$ cat src/rtl/buffer_read_serializer.sv
// Consumer end of the PE circular buffer: pops R_PARAM-word groups and serializes
// them one word per cycle onto a valid/ready stream, flagging the last word of a job.
module buffer_read_serializer #(
    parameter int DATA_WIDTH = 8,
    parameter int R_PARAM    = 4,
    parameter int CNT_WIDTH  = 8
) (
    input  logic                          clk,
    input  logic                          rst,
    input  logic                          flush,
    input  logic                          start,
    input  logic [CNT_WIDTH-1:0]          total_words,
    input  logic                          buf_valid,
    input  logic [DATA_WIDTH*R_PARAM-1:0] buf_data,
    output logic                          buf_read_en,
    output logic                          out_valid,
    input  logic                          out_ready,
    output logic [DATA_WIDTH-1:0]         out_data,
    output logic                          out_last,
    output logic                          busy,
    output logic                          done
);
    localparam int LANE_W = (R_PARAM > 1) ? $clog2(R_PARAM) : 1;
    localparam logic [LANE_W-1:0] LAST_LANE = LANE_W'(R_PARAM - 1);

    localparam logic [1:0] S_IDLE  = 2'd0;
    localparam logic [1:0] S_FETCH = 2'd1;
    localparam logic [1:0] S_SHIFT = 2'd2;
    localparam logic [1:0] S_DONE  = 2'd3;

    logic [1:0]                    state;
    logic [DATA_WIDTH*R_PARAM-1:0] group_q;
    logic [LANE_W-1:0]             lane_cnt;
    logic [CNT_WIDTH-1:0]          remaining;
    logic                          handshake;
    logic                          last_word;

    assign last_word   = (remaining == CNT_WIDTH'(1));
    // A flush cycle must neither pop the buffer nor consume a word.
    assign buf_read_en = (state == S_FETCH) && buf_valid && !flush;
    assign out_valid   = (state == S_SHIFT);
    assign handshake   = out_valid && out_ready && !flush;
    assign out_data    = out_valid ? group_q[int'(lane_cnt)*DATA_WIDTH +: DATA_WIDTH]
                                   : '0;
    assign out_last    = out_valid && last_word;
    assign busy        = (state != S_IDLE);
    assign done        = (state == S_DONE);

    always_ff @(posedge clk or posedge rst) begin
        if (rst) begin
            state     <= S_IDLE;
            group_q   <= '0;
            lane_cnt  <= '0;
            remaining <= '0;
        end else if (flush) begin
            state     <= S_IDLE;
            lane_cnt  <= '0;
            remaining <= '0;
        end else begin
            case (state)
                S_IDLE: begin
                    if (start) begin
                        remaining <= total_words;
                        state     <= (total_words == '0) ? S_DONE : S_FETCH;
                    end
                end
                S_FETCH: begin
                    if (buf_read_en) begin
                        group_q  <= buf_data;
                        lane_cnt <= '0;
                        state    <= S_SHIFT;
                    end
                end
                S_SHIFT: begin
                    if (handshake) begin
                        remaining <= remaining - CNT_WIDTH'(1);
                        // Unused lanes of the final group are simply abandoned.
                        if (last_word) begin
                            lane_cnt <= '0;
                            state    <= S_DONE;
                        end else if (lane_cnt == LAST_LANE) begin
                            lane_cnt <= '0;
                            state    <= S_FETCH;
                        end else begin
                            lane_cnt <= lane_cnt + LANE_W'(1);
                        end
                    end
                end
                S_DONE: begin
                    state <= S_IDLE;
                end
                default: begin
                    state <= S_IDLE;
                end
            endcase
        end
    end

endmodule

$ cat config.mk
export PLATFORM = sky130hd
export DESIGN_NAME = buffer_read_serializer
export DESIGN_NICKNAME = d
export VERILOG_FILES = /design/src/rtl/buffer_read_serializer.sv
export SDC_FILE = /design/constraint.sdc
export NUM_CORES = 1
export LEC_CHECK = 0
export BUFFER_PORTS_ARGS = -buffer_cell sky130_fd_sc_hd__buf_4
export CELL_PAD_IN_SITES_DETAIL_PLACEMENT = 1
export CELL_PAD_IN_SITES_GLOBAL_PLACEMENT = 1
export CORE_UTILIZATION = 35
export CTS_CLUSTER_SIZE = 16
export DETAILED_ROUTE_END_ITERATION = 10
export GPL_TIMING_DRIVEN = 1
export PLACE_DENSITY_LB_ADDON = 0.25
export SYNTH_ARGS = -nofsm -noshare
export SYNTH_HDL_FRONTEND = slang
export SYNTH_SLANG_ARGS = --single-unit
$ cat constraint.sdc
create_clock -name clk -period 4.3 [get_ports clk]
set_clock_uncertainty 0.15 [all_clocks]
set_input_delay 0.43 -clock clk [delete_from_list [all_inputs] [get_ports clk]]
set_output_delay 0.43 -clock clk [all_outputs]
set_load 0.02 [all_outputs]
-- Yosys cells after proc, flatten, opt, wreduce, memory -nomap -nowiden
Cells that the tools add are included.
- register bits: 44
- latch bits: 0
- memory bits (writable): 0
- ROM bits: 0
- bits of input ports: 46
- output and inout bits: 13
- word-level logic and storage cells: 51
- memories: 0
- $add $sub $neg: 2
- $mul: 0
- divide/modulo/power cells: 0
- magnitude comparators: 0
- eq/ne operators: 9
- shifts and indexed selects: 1
- multiplexer cells: 19
- bitwise logic cells: 1
- reduce and logical (&&, ||, !) cells: 15
- operators with widths (cell ; count):
    $mux W8 ; 4
    $shiftx A32 B6 Y8 ; 1
    $mux W2 ; 12
    $pmux W8 S2 ; 1
    $reduce_and A3 Y1 ; 3
    $eq A8 B1 Y1 const B ; 1
    $logic_not A8 Y1 ; 1
    $pmux W2 S4 ; 1
    $sub A8 B1 Y8 const B ; 1
    $eq A2 B2 Y1 const B ; 3
    $ne A3 B3 Y1 const B ; 2
    $reduce_bool A3 Y1 ; 2
    $logic_and A1 B1 Y1 ; 5
    $ne A4 B2 Y1 const B ; 1
    $pmux W2 S2 ; 1
    $reduce_and A4 Y1 ; 1
    $ne A3 B2 Y1 const B ; 1
    $add A2 B1 Y2 const B ; 1
    $eq A2 B1 Y1 const B ; 1
    $logic_not A2 Y1 ; 1
    $reduce_bool A2 Y1 ; 1
    $logic_not A1 Y1 ; 1
    $not A1 Y1 ; 1

-- Longest topological paths before layout
Gate-level depths: netlist of the first run.
- word-level depth: 6
- depth in mapped cells: 8
- depth with buffers taken out: 6

-- Worst setup path before layout of the first run
Ideal clock, no wire load.
- kind: register to output
- start: register remaining[2]
- end: output out_last
- arrival time: 1.573 ns
- data required time: 3.720 ns
- setup slack: 2.147 ns
- cell stages (with the launch flop): 4
- path buffers: 0
- path through: dfrtp_1 > or4_4 > nor4b_4 > and2_2
- word-level cells in the longest chain between the ends: 2
- RTL lines (what ; line ; text):
    from (decl) ; 34 ; logic [CNT_WIDTH-1:0] remaining;
    from (signal assigned) ; 63 ; remaining <= total_words;
    from (signal assigned) ; 76 ; remaining <= remaining - CNT_WIDTH'(1);
    $eq A8 B1 Y1 ; 38 ; assign last_word = (remaining == CNT_WIDTH'(1));
    $logic_and A1 B1 Y1 ; 45 ; assign out_last = out_valid && last_word;
    to (decl) ; 19 ; output logic out_last,
Every way passes these cells.

-- Final worst setup path of the first run
Ends and elaborated chain as after synthesis.

==> reports/summary.txt, run 1 <==
Clk_lat worst skew: 0.30 ns
Dpl hpwl: 4018 microns
GP Congestion: 0.7281
Post-synth EDFFs: 0
Cell taking the most area after synthesis: dfrtp_1
Wirelength per Cell: 17.18 microns
Setup WS pre-CTS: 1.762 ns
CTS tree: built
Post-Syn Area: 2325 sq um
Final nets: 292
TritonCTS Buffers: 5
Syn Nets: 236
Via density per instance: 5.296
Crit share post-route: 0.6263
Die Height: 83.50 microns
DR vias: 1700
CTS Buffer Depth: 2
Pwr/cell area: 425.9 nW/um^2
Hold Slack: 0.1096 ns
Main combinational cell family by area after synthesis: multiplexers
Global route overflow: 0
Synthesis-to-finish area growth: 26.21%
Fillers: 688
Met3 global-route usage: 0.03363
Synth Area in Compound Gates: 0.07158
Worst R2R End: group_q[31]$_DFFE_PP0P_
Number of global-route vias before repair: 1869
WP data arrival: 2.11 ns
FFs w/ async S/R, synth: 1.000
Tot GR Track Use: 0.1743
# clock sinks: 44
Lkg Pwr: 0.001285 uW
Final antenna-violating net count: 0
Min Clock Period, post-route: 2.693 ns
Dominant cells by area after synthesis: dfrtp_1 47%, mux2_2 16%, mux4_2 7.8%
Share of cells above drive strength 1: 0.4877
Area share of the largest cell type after synthesis: 0.4736
Cell count after synthesis: 187
Core area: 6386 sq um
Slew margin rel.: 0.4171
Die width: 83.50 microns
Initial Utilization: 0.3640
Synth Area in Adders: 0.01615
Setup TNS: 0 ns
Pwr Total: 1250 uW
Yosys warns: 0
Std-Cell Rows: 29
DRC violations left: 0
Final Hold Viols: 0
Post-synthesis sequential element count: 44
Worst-margin pin slew: 0.8707 ns
Total die area: 6972 sq um
Peak supply drop: 220.4 uV
CTS clk-pin slew, worst paths: 0.08 ns
Distinct cells, synth: 44
Resized Gates After CTS: 0
Clock root buffer: clkbuf_8
WS Path Type: reg2out
Max cap viols: 0
H-tree depth: 2
Outcome: finished clean
Syn avg cell area: 12.43 sq um
Ports: 59
CTS Hold Buffers Added: 0
Initial drt markers: 73
Post-synthesis xor/xnor area fraction: 0
Top-count cell post-synth: dfrtp_1
Global Route met1 Usage: 0.2362
Largest net degree at the start of global routing: 45
Met2 usage: 0.2720
DRT Pass-1 Iters: 4
Multiplexer share of the synthesized area: 0.2460
Initial antenna violation count: 0
FF-to-FF Start: state[0]$_DFFE_PP0P_
Setup Fix Bufs, Post-CTS: 0
Slack of the critical path: 1.607 ns
# diodes: 0
Worst Setup End Kind: output port
Slew Limit Fails: 0
Reg2reg setup slack: 1.81 ns
Routed Wire Length: 5514 microns
Final setup viols: 0
Req. time, crit path: 3.72 ns
GR peak layer: met2
Top_reg_cell synth: dfrtp_1
FF-to-FF path depth: 4
Fin util: 0.4594
First-pass GRT wire length: 9425 microns
Sequential share of the synthesized area: 0.4736
Post-synthesis simple-gate area fraction: 0.1523
Min-delay worst type: in2async
CP max FO: 7
Post-synth top cells: 44 x dfrtp_1, 32 x mux2_2, 9 x and2_1, 9 x nor2_1, 8 x mux4_2
RSZ-0062 raised after global routing: false
CP startpoint kind: flip-flop
Port bufs: 58
F_max: 371.3 MHz
==> placed cells by master (no fill, tap or decap), types with 2 or more instances in the layout <==
cell type / Yosys / layout
nor4_1: 4 / 4
a21oi_1: 6 / 6
mux2i_1: 2 / 2
or4_1: 2 / 2
and3_1: 2 / 2
nor3_1: 5 / 5
ha_1: 3 / 3
nor2_1: 9 / 9
clkbuf_8: 0 / 7
buf_4: 0 / 60
dfrtp_1: 44 / 44
o21ai_0: 3 / 3
nand3_1: 2 / 2
inv_1: 7 / 6
nand2_1: 5 / 5
o22ai_1: 5 / 5
or2_2: 2 / 2
mux4_2: 8 / 8
and2_1: 9 / 9
mux2_2: 32 / 32
nor4b_4: 2 / 2
o2bb2ai_1: 3 / 3
==> flip-flops by register name (all words and copies together) (netlist names) <==
register,flops
group_q,32
remaining,8
lane_cnt,2
state,2
==> power breakdown <==
group / leakage (uW) / internal (uW) / switching, uW / total [uW]
logic: 0.000677 / 188 / 108 / 296
registers: 0.000544 / 531 / 74.0 / 605
clock network: 0.0000645 / 205 / 144 / 349
total: 0.00129 / 924 / 326 / 1250
==> critical path: stages, from the launching register on <==
cell and delay (ns):
dfrtp_1 0.46, or4_4 0.61, nor4b_4 0.41, and2_2 0.21, buf_4 0.13
==> cells by family after synthesis <==
family,after synthesis
AO/OA/AOI/OAI,25
adder cells (fa/ha/maj),3
buffers and inverters,19
flip-flops,44
multiplexers,43
AND/OR/NAND/NOR,53
==> through the flow <==
stage | area [sq um] | std cells
2_1_floorplan | 2325 | 187
3_3_place_gp | 2808 | 313
3_5_place_dp | 2808 | 313
4_1_cts | 2934 | 321
5_1_grt | 2934 | 321
6_report | 2934 | 321
==> how the worst max path moves through the flow <==
stage | from | endpoint | slack (ns) | cells past startpoint
final | remaining[2]$_DFFE_PP0P_ | out_last | 1.61 | 4
after global routing | remaining[2]$_DFFE_PP0P_ | out_last | 1.51 | 4
after CTS | remaining[2]$_DFFE_PP0P_ | out_last | 1.57 | 4
after detailed placement | state[0]$_DFFE_PP0P_ | group_q[15]$_DFFE_PP0P_ | 1.76 | 4
after global placement | state[0]$_DFFE_PP0P_ | group_q[5]$_DFFE_PP0P_ | 1.81 | 4
after floorplan | remaining[2]$_DFFE_PP0P_ | out_last | 2.15 | 3
==> final cells by class <==
class                   instances  area [sq um]  share of cell area
inverters                       8         30.03             0.01023
multi-input cells             124          1130              0.3851
well taps                      77         96.34             0.03284
clock inverters                 1         30.03             0.01023
repair buffers                 60         450.4              0.1535
flip-flops and latches         44          1101              0.3753
clock buffers                   7         96.34             0.03284
==> metal layers <==
layer | part of all wire | wire length [microns]
met1 | 0.46 | 2536
met2 | 0.48 | 2650
met3 | 0.038 | 210
met4 | 0.021 | 116
met5 | 0 | 0
(Power assumes the default switching activity.)
==> inputs of run 2 (changes only) <==
- clock period: 4.3 -> 2.3 ns (I/O delays scaled with it)
==> run 2 against run 1 <==
Routed wire length is 2.0% higher. Die area unchanged. Power up 83%. Flip-flop and latch count stayed put. Register-to-register slack worse by 1.5 ns. Combinational power is 94% higher. Hold slack worse by 0.10 ns. Worst setup slack worse by 1.6 ns. Global-route usage fell by 0.12 points. First-iteration DRC count increased by 19%. Clock power grew 70%. Sequential share of layout area is 0.83 points lower. Critical endpoint unchanged. Highest routed layer unchanged.
==> reports/summary.txt, run 2 (synthesis gave the netlist of run 1 again) <==
Slew Limit Fails: 0
Ports: 59
Cell depth of the worst min-delay path: 2
Initial antenna violation count: 0
Total die area: 6972 sq um
Largest Register: group_q
# clock sinks: 44
Req. time, crit path: 1.92 ns
Slew margin rel.: 0.6194
Min Clock Period, post-route: 2.245 ns
Clock root buffer: clkbuf_8
Dpl hpwl: 4005 microns
Routed Wire Length: 5624 microns
F_max: 445.4 MHz
Finished Layout Cells: 329
Sw power: 610.6 uW
Core area: 6386 sq um
Switching Share: 0.2667
CP startpoint kind: flip-flop
GP Congestion: 0.7206
Critical-path cell list: or4_4 -> nor4b_4 -> and2_4 -> buf_6
Initial Utilization: 0.3640
Final setup viols: 0
GR peak layer: met2
# diodes: 0
WS Path Type: reg2out
Top flop regs: group_q x32, remaining x8
Clk pwr share: 0.259
Max cap viols: 0
Seq pwr share: 0.490
WP data arrival: 1.87 ns
Port bufs: 58
CTS Buffer Depth: 2
Sequential cell area: 1102 sq um
Outcome: finished clean
Pwr Total: 2290 uW
Peak supply drop: 435.1 uV
Worst Setup End Kind: output port
Met3 global-route usage: 0.04154
Commonest non-fill, non-tap cells in the layout: 62 x buf_4, 43 x dfrtp_1, 32 x mux2_2, 9 x nor2_1, 9 x and2_1
Initial drt markers: 87
Final antenna-violating net count: 0
CP max FO: 4
Setup WS pre-CTS: 0.2514 ns
Final Hold Viols: 0
Largest net degree at the start of global routing: 45
Min-delay worst type: in2reg
Std-Cell Rows: 29
FF-to-FF path depth: 5
DRC violations left: 0
Fillers: 689
DR vias: 1768
Die width: 83.50 microns
Slack of the critical path: 0.05499 ns
Clk_lat worst skew: 0.30 ns
CTS tree: built
Die Height: 83.50 microns
H-tree depth: 2
Final nets: 300
TritonCTS Buffers: 5
Global route overflow: 0
Most common cell after layout, fill and taps aside: buf_4
CP max stage delay: 0.58 ns
Number of global-route vias before repair: 1897
Wirelength per Cell: 17.09 microns
Post-Layout Inst Area: 3004 sq um
Placed inst area: 2843 sq um
DRT Pass-1 Iters: 4
Synthesis-to-finish area growth: 29.22%
Via density per instance: 5.374
Met2 usage: 0.2876
Tot GR Track Use: 0.1731
RSZ-0062 raised after global routing: true
Share of cells above drive strength 1: 0.4881
Crit share post-route: 0.9761
CTS clk-pin slew, worst paths: 0.08 ns
Worst-margin pin slew: 0.5708 ns
CP max stage cell: or4_4
First-pass GRT wire length: 9411 microns
Global Route met1 Usage: 0.2192
Comb power frac: 0.251
Multi-input logic area: 1131 sq um
Internal power: 1679 uW
Lkg Pwr: 0.001317 uW
Flip-flop count of the largest register after layout: 32
Pwr/cell area: 762.3 nW/um^2
Dpl cells: 316
run 2: cell count changes in the layout (fill, tap and decap cells not counted), sizes merged:
cell         change
clkbuf           -1
clkinv           +1
buf              +4
dlygate4sd3      +4
run 2: metrics by stage:
| stage | hold slack (ns) | util | setup TNS (ns) |
|---|---|---|---|
| 2_1_floorplan | 0.2147 | - | 0 |
| 3_3_place_gp | 0.2710 | 0.4451 | 0 |
| 3_5_place_dp | 0.2617 | 0.4451 | 0 |
| 4_1_cts | 0.0008918 | 0.4698 | 0 |
| 5_1_grt | 0.005097 | 0.4704 | -0.009939 |
| 6_report | 0.006806 | 0.4704 | 0 |
run 2: path summary, 6_finish.rpt:
kind	from	end	slack, ns
worst max-delay path	remaining[3]$_DFFE_PP0P_	out_last	0.05
worst min-delay path	buf_data[16]	group_q[16]$_DFFE_PP0P_	0.007
worst max register to register	remaining[3]$_DFFE_PP0P_	state[1]$_DFFE_PP0P_	0.29
worst min register to register	group_q[13]$_DFFE_PP0P_	group_q[13]$_DFFE_PP0P_	0.36
max in group asynchronous	rst	lane_cnt[0]$_DFFE_PP0P_	1.10
min in group asynchronous	rst	remaining[5]$_DFFE_PP0P_	0.48
run 2: final cells by class:
cell class | instances | area share
clock buffer | 6 | 0.02416
clock inverter | 2 | 0.01166
multi-input combinational | 124 | 0.3765
sequential | 44 | 0.3669
inverter | 8 | 0.009996
tap | 77 | 0.03207
timing repair buffer | 68 | 0.1787
run 2: timing repair:
action	in CTS	in global routing
setup endpoints to repair	9	1
buffers inserted	1	0
hold endpoints to repair	47	0
pin swaps	2	0
hold buffers	4	0
gates resized for setup	2	1
run 2: power by group through the flow:
stage | Combinational [uW] | Clock [uW] | Sequential, uW
final | 574 | 593 | 1120
after global routing | 631 | 634 | 1160
after CTS | 583 | 611 | 1130
after detailed placement | 570 | 0 | 1140
after global placement | 549 | 0 | 1130
after floorplan | 432 | 0 | 1080
run 2: worst max-delay path, delay by kind of cell (launching register included):
family / cells / cell delay, ns
simple gates: 3 / 1.07
flops: 1 / 0.39
buf+inv: 1 / 0.11
run 2: per-layer routing:
layer	routed length [microns]	vias to the layer above
li1	-	818
met1	2412	902
met2	2863	38
met3	245	10
met4	104	0
met5	0	-
==> inputs of run 3 (changes only) <==
- CORE_UTILIZATION: 35 -> 38
==> run 3 against run 2 <==
Register-to-register slack got worse by 0.09 ns. Hold slack better by 0.0085 ns. Clock-buffer cell count down 1. First-iteration DRC count is 38% lower. Via count grew 1.4%. Critical path type unchanged.
==> reports/summary.txt, run 3 (synthesis gave the netlist of run 1 again) <==
Sw power: 619.6 uW
Initial antenna violation count: 0
Req. time, crit path: 1.92 ns
Placed inst area: 2848 sq um
CP max stage delay: 0.57 ns
CP max FO: 2
Sequential cell area: 1102 sq um
Via density per instance: 5.381
CTS Buffer Depth: 2
Largest Register: group_q
Clock root buffer: clkbuf_8
Crit share post-route: 0.9778
Synthesis-to-finish area growth: 31.70%
DRC violations left: 0
Post-Layout Inst Area: 3062 sq um
Hold Slack: 0.01534 ns
Crit path from: remaining[5]$_DFFE_PP0P_
Std-Cell Rows: 28
Min Clock Period, post-route: 2.249 ns
Multi-input logic area: 1131 sq um
Dpl hpwl: 3941 microns
Seq pwr share: 0.485
Tot GR Track Use: 0.1840
Share of cells above drive strength 1: 0.4922
Largest net degree at the start of global routing: 45
Core area: 5921 sq um
Outcome: finished clean
Worst-margin pin slew: 0.5767 ns
First-pass GRT wire length: 8976 microns
Slew Limit Fails: 0
Flip-flop count of the largest register after layout: 32
Initial drt markers: 54
Die Height: 80.22 microns
Lkg Pwr: 0.001343 uW
Hold Startpoint: buf_data[19]
# clock sinks: 44
Final Hold Viols: 0
Fin util: 0.5171
H-tree depth: 2
Ports: 59
DR vias: 1792
GP Congestion: 0.7729
DRT Pass-1 Iters: 4
Comb power frac: 0.252
# diodes: 0
Routed Wire Length: 5562 microns
Critical-path cell list: or4_4 -> nor4b_4 -> and2_4 -> buf_6
Wirelength per Cell: 16.70 microns
Commonest non-fill, non-tap cells in the layout: 65 x buf_4, 43 x dfrtp_1, 32 x mux2_2, 9 x nor2_1, 9 x and2_1
Internal power: 1695 uW
Max cap viols: 0
Final antenna-violating net count: 0
Slew margin rel.: 0.6155
Port bufs: 58
CP max stage cell: or4_4
Initial Utilization: 0.3926
Die width: 80.22 microns
Total die area: 6434 sq um
Number of global-route vias before repair: 1856
Switching Share: 0.2677
Global route overflow: 0
F_max: 444.7 MHz
Top flop regs: group_q x32, remaining x8
Most common cell after layout, fill and taps aside: buf_4
Peak supply drop: 384.2 uV
WP data arrival: 1.87 ns
WS Path Type: reg2out
FF-to-FF Start: remaining[5]$_DFFE_PP0P_
TritonCTS Buffers: 5
Final nets: 306
Clk pwr share: 0.263
Setup TNS: 0 ns
Clk_lat worst skew: 0.29 ns
Fillers: 627
CP startpoint kind: flip-flop
Final setup viols: 0
CTS tree: built
Min-delay worst type: in2reg
CTS clk-pin slew, worst paths: 0.09 ns
Pwr/cell area: 756.0 nW/um^2
Worst Setup End Kind: output port
[run 3: routing by layer]
layer	GRT usage	up-vias	wire length, microns
met3	0.03636	4	188
met2	0.3188	32	2987
met5	0	-	0
met1	0.2360	924	2356
met4	0.04286	0	29
li1	-	832	-
[run 3: power by group through the flow]
| stage | registers [uW] | clock network, uW | logic (uW) |
|---|---|---|---|
| 4_1_cts | 1130 | 631 | 579 |
| 6_report | 1120 | 609 | 584 |
| 3_3_place_gp | 1130 | 0 | 547 |
| 2_1_floorplan | 1080 | 0 | 432 |
| 3_5_place_dp | 1140 | 0 | 567 |
| 5_1_grt | 1150 | 666 | 642 |
[run 3: layout make-up]
cell class,instances,share of cell area
inverter,8,0.009808
multi-input combinational,124,0.3694
clock buffer,5,0.02248
tap,75,0.03065
clock inverter,3,0.01512
sequential,44,0.3600
timing repair buffer,74,0.1925
[run 3: what timing repair did]
item	in CTS	in global routing
gates resized for setup	1	2
endpoints found under the setup margin	9	1
buffers inserted	1	2
hold buffers	6	1
endpoints found under the hold margin	49	1
pin swaps	1	3
[run 3: worst max-delay path: cells and delay by family (launching register included)]
family / cells / cell delay (ns)
and+or+nand+nor: 3 / 1.06
DFF: 1 / 0.40
buffers and inverters: 1 / 0.11
[run 3: per-stage QoR]
stage | std cells | total power (uW) | setup slack, ns
CTS | 330 | 2338 | 0.03745
finish | 333 | 2315 | 0.05117
global route | 333 | 2462 | -0.004526
detailed placement | 315 | 1711 | 0.2457
global placement | 315 | 1680 | 0.2560
floorplan | 187 | 1515 | 0.3475
[run 3: final timing paths]
| kind | cells past startpoint | slack, ns | endpoint |
|---|---|---|---|
| worst min-delay path | 2 | 0.02 | group_q[19]$_DFFE_PP0P_ |
| worst min register to register | 1 | 0.35 | group_q[13]$_DFFE_PP0P_ |
| max in group asynchronous | 4 | 1.10 | lane_cnt[0]$_DFFE_PP0P_ |
| min in group asynchronous | 4 | 0.47 | group_q[18]$_DFFE_PP0P_ |
| worst max-delay path | 4 | 0.05 | out_last |
| worst max register to register | 6 | 0.20 | state[1]$_DFFE_PP0P_ |
